[config.mk]
export PLATFORM = sky130hd
export DESIGN_NAME = int_to_fp32_flat
export DESIGN_NICKNAME = d
export VERILOG_FILES = /design/src/rtl/fp32_pkg.sv /design/src/rtl/int_to_fp32_if.sv /design/src/rtl/fp32_round.sv /design/src/rtl/int_to_fp32.sv /design/src/flat_wrapper.sv
export SDC_FILE = /design/constraint.sdc
export NUM_CORES = 1
export LEC_CHECK = 0
export BUFFER_PORTS_ARGS = -buffer_cell sky130_fd_sc_hd__buf_2
export CAP_MARGIN = 10
export CORE_ASPECT_RATIO = 1.2
export CORE_UTILIZATION = 40
export DETAILED_ROUTE_END_ITERATION = 6
export SLEW_MARGIN = 20
export SYNTH_ARGS = -nofsm -noshare
export SYNTH_HDL_FRONTEND = slang
export SYNTH_HIERARCHICAL = 1
export SYNTH_SLANG_ARGS = --single-unit
[constraint.sdc]
create_clock -name clk -period 5 [get_ports clk]
set_input_delay 1 -clock clk [delete_from_list [all_inputs] [get_ports clk]]
set_output_delay 1 -clock clk [all_outputs]
set_load 0.02 [all_outputs]
[src/rtl/fp32_pkg.sv]
// Shared FP32 definitions: field widths, converter state encoding and word packing.
package fp32_pkg;

    localparam int FP32_BIAS = 127;
    localparam int EXP_W     = 8;
    localparam int MAN_W     = 23;

    typedef enum logic [1:0] {
        IDLE = 2'd0,
        NORM = 2'd1,
        DONE = 2'd2
    } conv_state_e;

    function automatic logic [31:0] pack_fp32(input logic             sign,
                                              input logic [EXP_W-1:0] exp,
                                              input logic [MAN_W-1:0] man);
        return {sign, exp, man};
    endfunction

endpackage

[src/rtl/int_to_fp32_if.sv]
// Valid/ready operand and result channels of the integer-to-FP32 converter.
interface int_to_fp32_if;
    logic        in_valid;
    logic        in_ready;
    logic [31:0] in_data;
    logic        out_valid;
    logic        out_ready;
    logic [31:0] out_data;
    logic        busy;

    modport master (
        output in_valid, in_data, out_ready,
        input  in_ready, out_valid, out_data, busy
    );

    modport slave (
        input  in_valid, in_data, out_ready,
        output in_ready, out_valid, out_data, busy
    );
endinterface

[src/rtl/fp32_round.sv]
// Packs a normalised 32-bit magnitude into {exp, man}, optionally rounding to nearest-even.
module fp32_round
    import fp32_pkg::*;
#(
    parameter bit ROUND_NEAREST = 1'b1
) (
    input  logic [31:0]            mag,
    input  logic [EXP_W-1:0]       exp_in,
    output logic [EXP_W+MAN_W-1:0] exp_man
);

    logic             guard;
    logic             sticky;
    logic             inc;
    logic [MAN_W:0]   man_sum;
    logic [EXP_W-1:0] exp_out;
    logic             unused_lead;

    // mag[31] is the implicit leading one and is never stored
    assign unused_lead = mag[31];

    always_comb begin
        guard   = mag[7];
        sticky  = |mag[6:0];
        inc     = ROUND_NEAREST && guard && (sticky || mag[8]);
        man_sum = {1'b0, mag[30:8]} + {{MAN_W{1'b0}}, inc};
        exp_out = exp_in;
        if (man_sum[MAN_W]) begin
            exp_out = exp_in + EXP_W'(1);
        end
        exp_man = {exp_out, man_sum[MAN_W-1:0]};
    end

endmodule

[src/rtl/int_to_fp32.sv]
// Iterative integer to IEEE-754 single converter: shifts one bit per clock until
// the leading one reaches bit 31, then rounds and packs the result.
module int_to_fp32
    import fp32_pkg::*;
#(
    parameter bit SIGNED        = 1'b1,
    parameter bit ROUND_NEAREST = 1'b1
) (
    input  logic         clk,
    input  logic         rst_n,
    int_to_fp32_if.slave bus
);

    localparam logic [EXP_W-1:0] EXP_INIT = EXP_W'(FP32_BIAS + 31);

    conv_state_e      state_q, state_d;
    logic             sign_q, sign_d;
    logic [31:0]      mag_q, mag_d;
    logic [EXP_W-1:0] exp_q, exp_d;
    logic             in_ready_q, in_ready_d;
    logic             out_valid_q, out_valid_d;
    logic [31:0]      out_data_q, out_data_d;
    logic             busy_q, busy_d;

    logic [EXP_W+MAN_W-1:0] rnd_exp_man;

    fp32_round #(
        .ROUND_NEAREST(ROUND_NEAREST)
    ) u_round (
        .mag    (mag_q),
        .exp_in (exp_q),
        .exp_man(rnd_exp_man)
    );

    always_comb begin
        state_d     = state_q;
        sign_d      = sign_q;
        mag_d       = mag_q;
        exp_d       = exp_q;
        in_ready_d  = in_ready_q;
        out_valid_d = out_valid_q;
        out_data_d  = out_data_q;
        busy_d      = busy_q;

        case (state_q)
            IDLE: begin
                if (bus.in_valid && in_ready_q) begin
                    sign_d     = SIGNED && bus.in_data[31];
                    mag_d      = sign_d ? (32'd0 - bus.in_data) : bus.in_data;
                    exp_d      = EXP_INIT;
                    in_ready_d = 1'b0;
                    busy_d     = 1'b1;
                    state_d    = NORM;
                end
            end
            NORM: begin
                if (mag_q[31]) begin
                    out_data_d  = pack_fp32(sign_q, rnd_exp_man[EXP_W+MAN_W-1:MAN_W],
                                            rnd_exp_man[MAN_W-1:0]);
                    out_valid_d = 1'b1;
                    state_d     = DONE;
                end else if (mag_q == 32'd0) begin
                    // zero still spends one cycle here so its latency matches a normalised operand
                    out_data_d  = 32'd0;
                    out_valid_d = 1'b1;
                    state_d     = DONE;
                end else begin
                    mag_d = {mag_q[30:0], 1'b0};
                    exp_d = exp_q - EXP_W'(1);
                end
            end
            DONE: begin
                if (bus.out_ready) begin
                    out_valid_d = 1'b0;
                    in_ready_d  = 1'b1;
                    busy_d      = 1'b0;
                    state_d     = IDLE;
                end
            end
            default: begin
                state_d     = IDLE;
                in_ready_d  = 1'b1;
                out_valid_d = 1'b0;
                busy_d      = 1'b0;
            end
        endcase
    end

    always_ff @(posedge clk or negedge rst_n) begin
        if (!rst_n) begin
            state_q     <= IDLE;
            sign_q      <= 1'b0;
            mag_q       <= 32'd0;
            exp_q       <= '0;
            in_ready_q  <= 1'b1;
            out_valid_q <= 1'b0;
            out_data_q  <= 32'd0;
            busy_q      <= 1'b0;
        end else begin
            state_q     <= state_d;
            sign_q      <= sign_d;
            mag_q       <= mag_d;
            exp_q       <= exp_d;
            in_ready_q  <= in_ready_d;
            out_valid_q <= out_valid_d;
            out_data_q  <= out_data_d;
            busy_q      <= busy_d;
        end
    end

    assign bus.in_ready  = in_ready_q;
    assign bus.out_valid = out_valid_q;
    assign bus.out_data  = out_data_q;
    assign bus.busy      = busy_q;

endmodule

[src/flat_wrapper.sv]
// flat-port wrapper written by rule: the top's interface ports become plain ports
module int_to_fp32_flat import fp32_pkg::*;
#(
    parameter bit SIGNED        = 1'b1,
    parameter bit ROUND_NEAREST = 1'b1
)
  (clk, rst_n, bus_in_valid, bus_in_data, bus_out_ready, bus_in_ready, bus_out_valid, bus_out_data, bus_busy);
  int_to_fp32_if bus_i ();
  input  logic clk;
  input  logic rst_n;
  input wire logic [$bits(bus_i.in_valid)-1:0] bus_in_valid;
  input wire logic [$bits(bus_i.in_data)-1:0] bus_in_data;
  input wire logic [$bits(bus_i.out_ready)-1:0] bus_out_ready;
  output wire logic [$bits(bus_i.in_ready)-1:0] bus_in_ready;
  output wire logic [$bits(bus_i.out_valid)-1:0] bus_out_valid;
  output wire logic [$bits(bus_i.out_data)-1:0] bus_out_data;
  output wire logic [$bits(bus_i.busy)-1:0] bus_busy;
  assign bus_i.in_valid = bus_in_valid;
  assign bus_i.in_data = bus_in_data;
  assign bus_i.out_ready = bus_out_ready;
  assign bus_in_ready = bus_i.in_ready;
  assign bus_out_valid = bus_i.out_valid;
  assign bus_out_data = bus_i.out_data;
  assign bus_busy = bus_i.busy;
  int_to_fp32 #(.SIGNED(SIGNED), .ROUND_NEAREST(ROUND_NEAREST)) u_core (.clk(clk), .rst_n(rst_n), .bus(bus_i));
endmodule
==> impl_results.md <==
* Slew @ Worst Pin at ~0.70 ns
* Multiplexer share of the synthesized area at 0.485%
* Critical Path Source: bus_in_data[0]
* Syn Area/Cell at 9.94 um^2
* Synth warn at 6
* Synth async-reset ratio at 100%
* Clock transition at path regs at 0.06 ns
* Max-cap viol count at 0
* Share of cells above drive strength 1 at 21.5%
* Synthesized Nets at 481
* Max incr delay on CP at 0.64 ns
* Critical path data arrival time at about 3.6 ns
* Max Root-Sink Buffers at 2
* Mapped Area at approximately 4400 um^2
* DR iter-0 viols at 190
* Die area at approximately 11000 um^2
* Drt drc at 0
* Final setup fails at 0
* First-pass GRT wire length at 16800 um
* Synth Flop Type: dfrtp_1
* Drt via density at between 5 and 6
* Most common cell in the synthesized netlist: dfrtp_1
* Most Frequent Cell on Critical Path: o21ai_0
* Post-Synth Simple-Gate Area at around 17%
* Critical path fanouts, max at 6
* Post-Synth Adder-Cell Area at 1.14%
* Pwr/cell area at around 510 nW/um^2
* Worst EP required at ~5.2 ns
* Tcrit/Tclk final at 67.0%
* Most frequent cells after synthesis: dfrtp_1, xor2_1, o21ai_0
* Top post-synthesis cells by area: dfrtp_1, xor2_1, a22o_1, o21ai_0, a22oi_1
* Antenna-violating nets left at 0
* Site Rows at 41
* Post-cts sizing count at 0
* Seq/Total Area, Yosys at 44.6%
* Port bufs at 70
* Peak VDD IR at 0.000181 V
* H-Tree Depth at 3
* Worst-skew pair later-pin latency at 0.34 ns
* Min Tclk post-route at 3.35 ns
* Classification of the worst setup path: input pin to flop
* Synth Area in Compound Gates at 22.0%
* Clk_skew at between 0.008 and 0.009 ns
* Avg WL per Cell at 15.8 um
* Die Width at 97.5 um
* Area leader, netlist: dfrtp_1
* Vias at 3605
* Nets at 543
* Largest net degree at the start of global routing at 79
* Final Hold Fails at 0
* GRT Util Overall at 18.4%
* Area grow syn2layout at 18.4%
* Drt pass-1 iters at 5
* DPL Wire Length at 7290 um
* Worst Setup End Kind: flop
* RSZ-0062 raised after global routing: false
* R2R setup slack at 2.40 ns
* Root Driver: clkbuf_16
* Antenna violations before repair at 0
* Pleak at roughly 0.0024 uW
* Bufs and invs on worst path at 2
* Placer Congestion at 0.803
* #FFs+latches synth at 78
* F_max at 299 MHz
* Clk sinks at 78
* Number of cells on the critical path at 9
* CORE AREA at between 10000 and 15000 um^2
* Number of setup buffers added after CTS at 0
* Largest family of logic cells by synthesized area: compound AO/OA/AOI/OAI gates
* Post-synth top area share at 44.0%
* Worst Hold Class: flop to flop
* Overflow after GRT at 0
* Area of placed instances at 4870 um^2
* Antenna diodes at 0
* Total wire length at 10100 um
* Vias in the first global route at 3354
* Critical Path Slowest Stage Cell: or4_1
* Syn Inst Count at 441
* Worst setup path endpoint: u_core/mag_q[24]
* Fin. max-slew vios at 0
* Netlist cell types at 49
* RR Endpoint: u_core/mag_q[30]
* FILL cells at between 1000 and 1500
* Slew headroom at 53.5%
* R2r worst-path depth at 8
* Initial Utilization at between 40% and 50%
* Height of the die at 117 um
* Setup crit start kind: input pin
* Worst r2r src: u_core/mag_q[30]
* Post-synthesis xor/xnor area fraction at 11.6%
* Num ports at between 70 and 80
* EDFF count, synth at 0
* TritonCTS buffer count at 9
* Top delay family on crit path: simple AND/OR/NAND/NOR gates
* Crit path cell chain: buf_2, inv_1, ha_1, or3b_2, or4_1, or4_4, o21ai_0, xor2_1, o21ai_0
* Fin Setup TNS at 0 ns
* Post-CTS Hold Buffers at 0
* CTS tree: yes
* Status: finished, final reports clean
* Final instance area at 5190 um^2
-- worst min-delay path by stage --
| stage | from | endpoint | slack, ns | cells after the start |
|---|---|---|---|---|
| final | u_core/sign_q | u_core/sign_q | 0.48 | 2 |
| after global routing | u_core/bus.busy | u_core/bus.busy | 0.50 | 1 |
| after CTS | u_core/sign_q | u_core/sign_q | 0.48 | 2 |
| after detailed placement | u_core/sign_q | u_core/sign_q | 0.47 | 2 |
| after global placement | u_core/sign_q | u_core/sign_q | 0.47 | 2 |
| after floorplan | u_core/sign_q | u_core/sign_q | 0.45 | 2 |
-- report_power, final --
part	internal [uW]	switching, uW	leakage (uW)
Combinational	389	404	0.00120
Clock	384	249	0.000134
Sequential	887	338	0.00102
-- cell usage in the layout (no fill, tap or decap), types with 4 or more instances in the layout --
cell and instances:
nand3_1 14, inv_1 10, dfrtp_1 77, xor2_1 40
o41ai_1 5, nor3_1 10, a221o_1 7, nand2_1 27
xnor2_1 18, and3_1 4, nor2_1 19, buf_4 5
clkbuf_16 9, buf_2 69, a22oi_1 24, o31ai_1 9
ha_1 4, or3_1 9, o21ai_0 38, nor4_1 11
or4_1 7, or4_4 4, nand4_1 9, a22o_1 32
-- per-stage QoR --
stage / utilization [%] / total power, uW / cells / setup WS, ns / hold slack (ns)
6_report: 49.1 / 2650 / 637 / 1.65 / 0.479
3_3_place_gp: 45.8 / 2000 / 619 / 1.39 / 0.470
3_5_place_dp: 46.0 / 2030 / 620 / 1.30 / 0.468
4_1_cts: 48.8 / 2670 / 636 / 1.65 / 0.483
5_1_grt: 49.1 / 2840 / 637 / 1.49 / 0.503
2_1_floorplan: - / 1720 / 441 / 1.61 / 0.446
-- registers in the layout (all words and copies together), names as in the netlist --
name	count
u_core/bus.out_data	32
u_core/mag_q	32
u_core/exp_q	8
u_core/state_q	2
u_core/bus.busy	1
u_core/bus.in_ready	1
u_core/bus.out_valid	1
u_core/sign_q	1
-- metal layers --
layer / part of all wire, % / GRT usage, % / vias up / wire length [um]
li1: - / - / 1797 / -
met1: 50 / 26.3 / 1720 / 5010
met2: 45 / 28.2 / 74 / 4580
met3: 3.3 / 2.09 / 14 / 333
met4: 1.6 / 8.53 / 0 / 163
met5: 0 / 0 / - / 0
-- final cells by class --
| cell class | count | area (um^2) | share of cell area (%) |
|---|---|---|---|
| multi-input combinational | 328 | 2300 | 44.4 |
| sequential | 78 | 1950 | 37.7 |
| timing repair buffer | 76 | 438 | 8.44 |
| clock buffer | 10 | 229 | 4.41 |
| tap | 129 | 161 | 3.11 |
| clock inverter | 6 | 62.6 | 1.21 |
| inverter | 10 | 37.5 | 0.724 |
-- tightest hold or removal path: cells and delay by family, from the launching register on --
family        cells  cell delay [ns]
simple gates      2             0.10
flops             1             0.34
-- cells by family after synthesis --
logic type | Yosys count
fa+ha+maj | 4
buf+inv | 35
compound gates | 131
xor+xnor | 58
flops | 78
mux | 2
simple gates | 133
(Power assumes the default switching activity.)
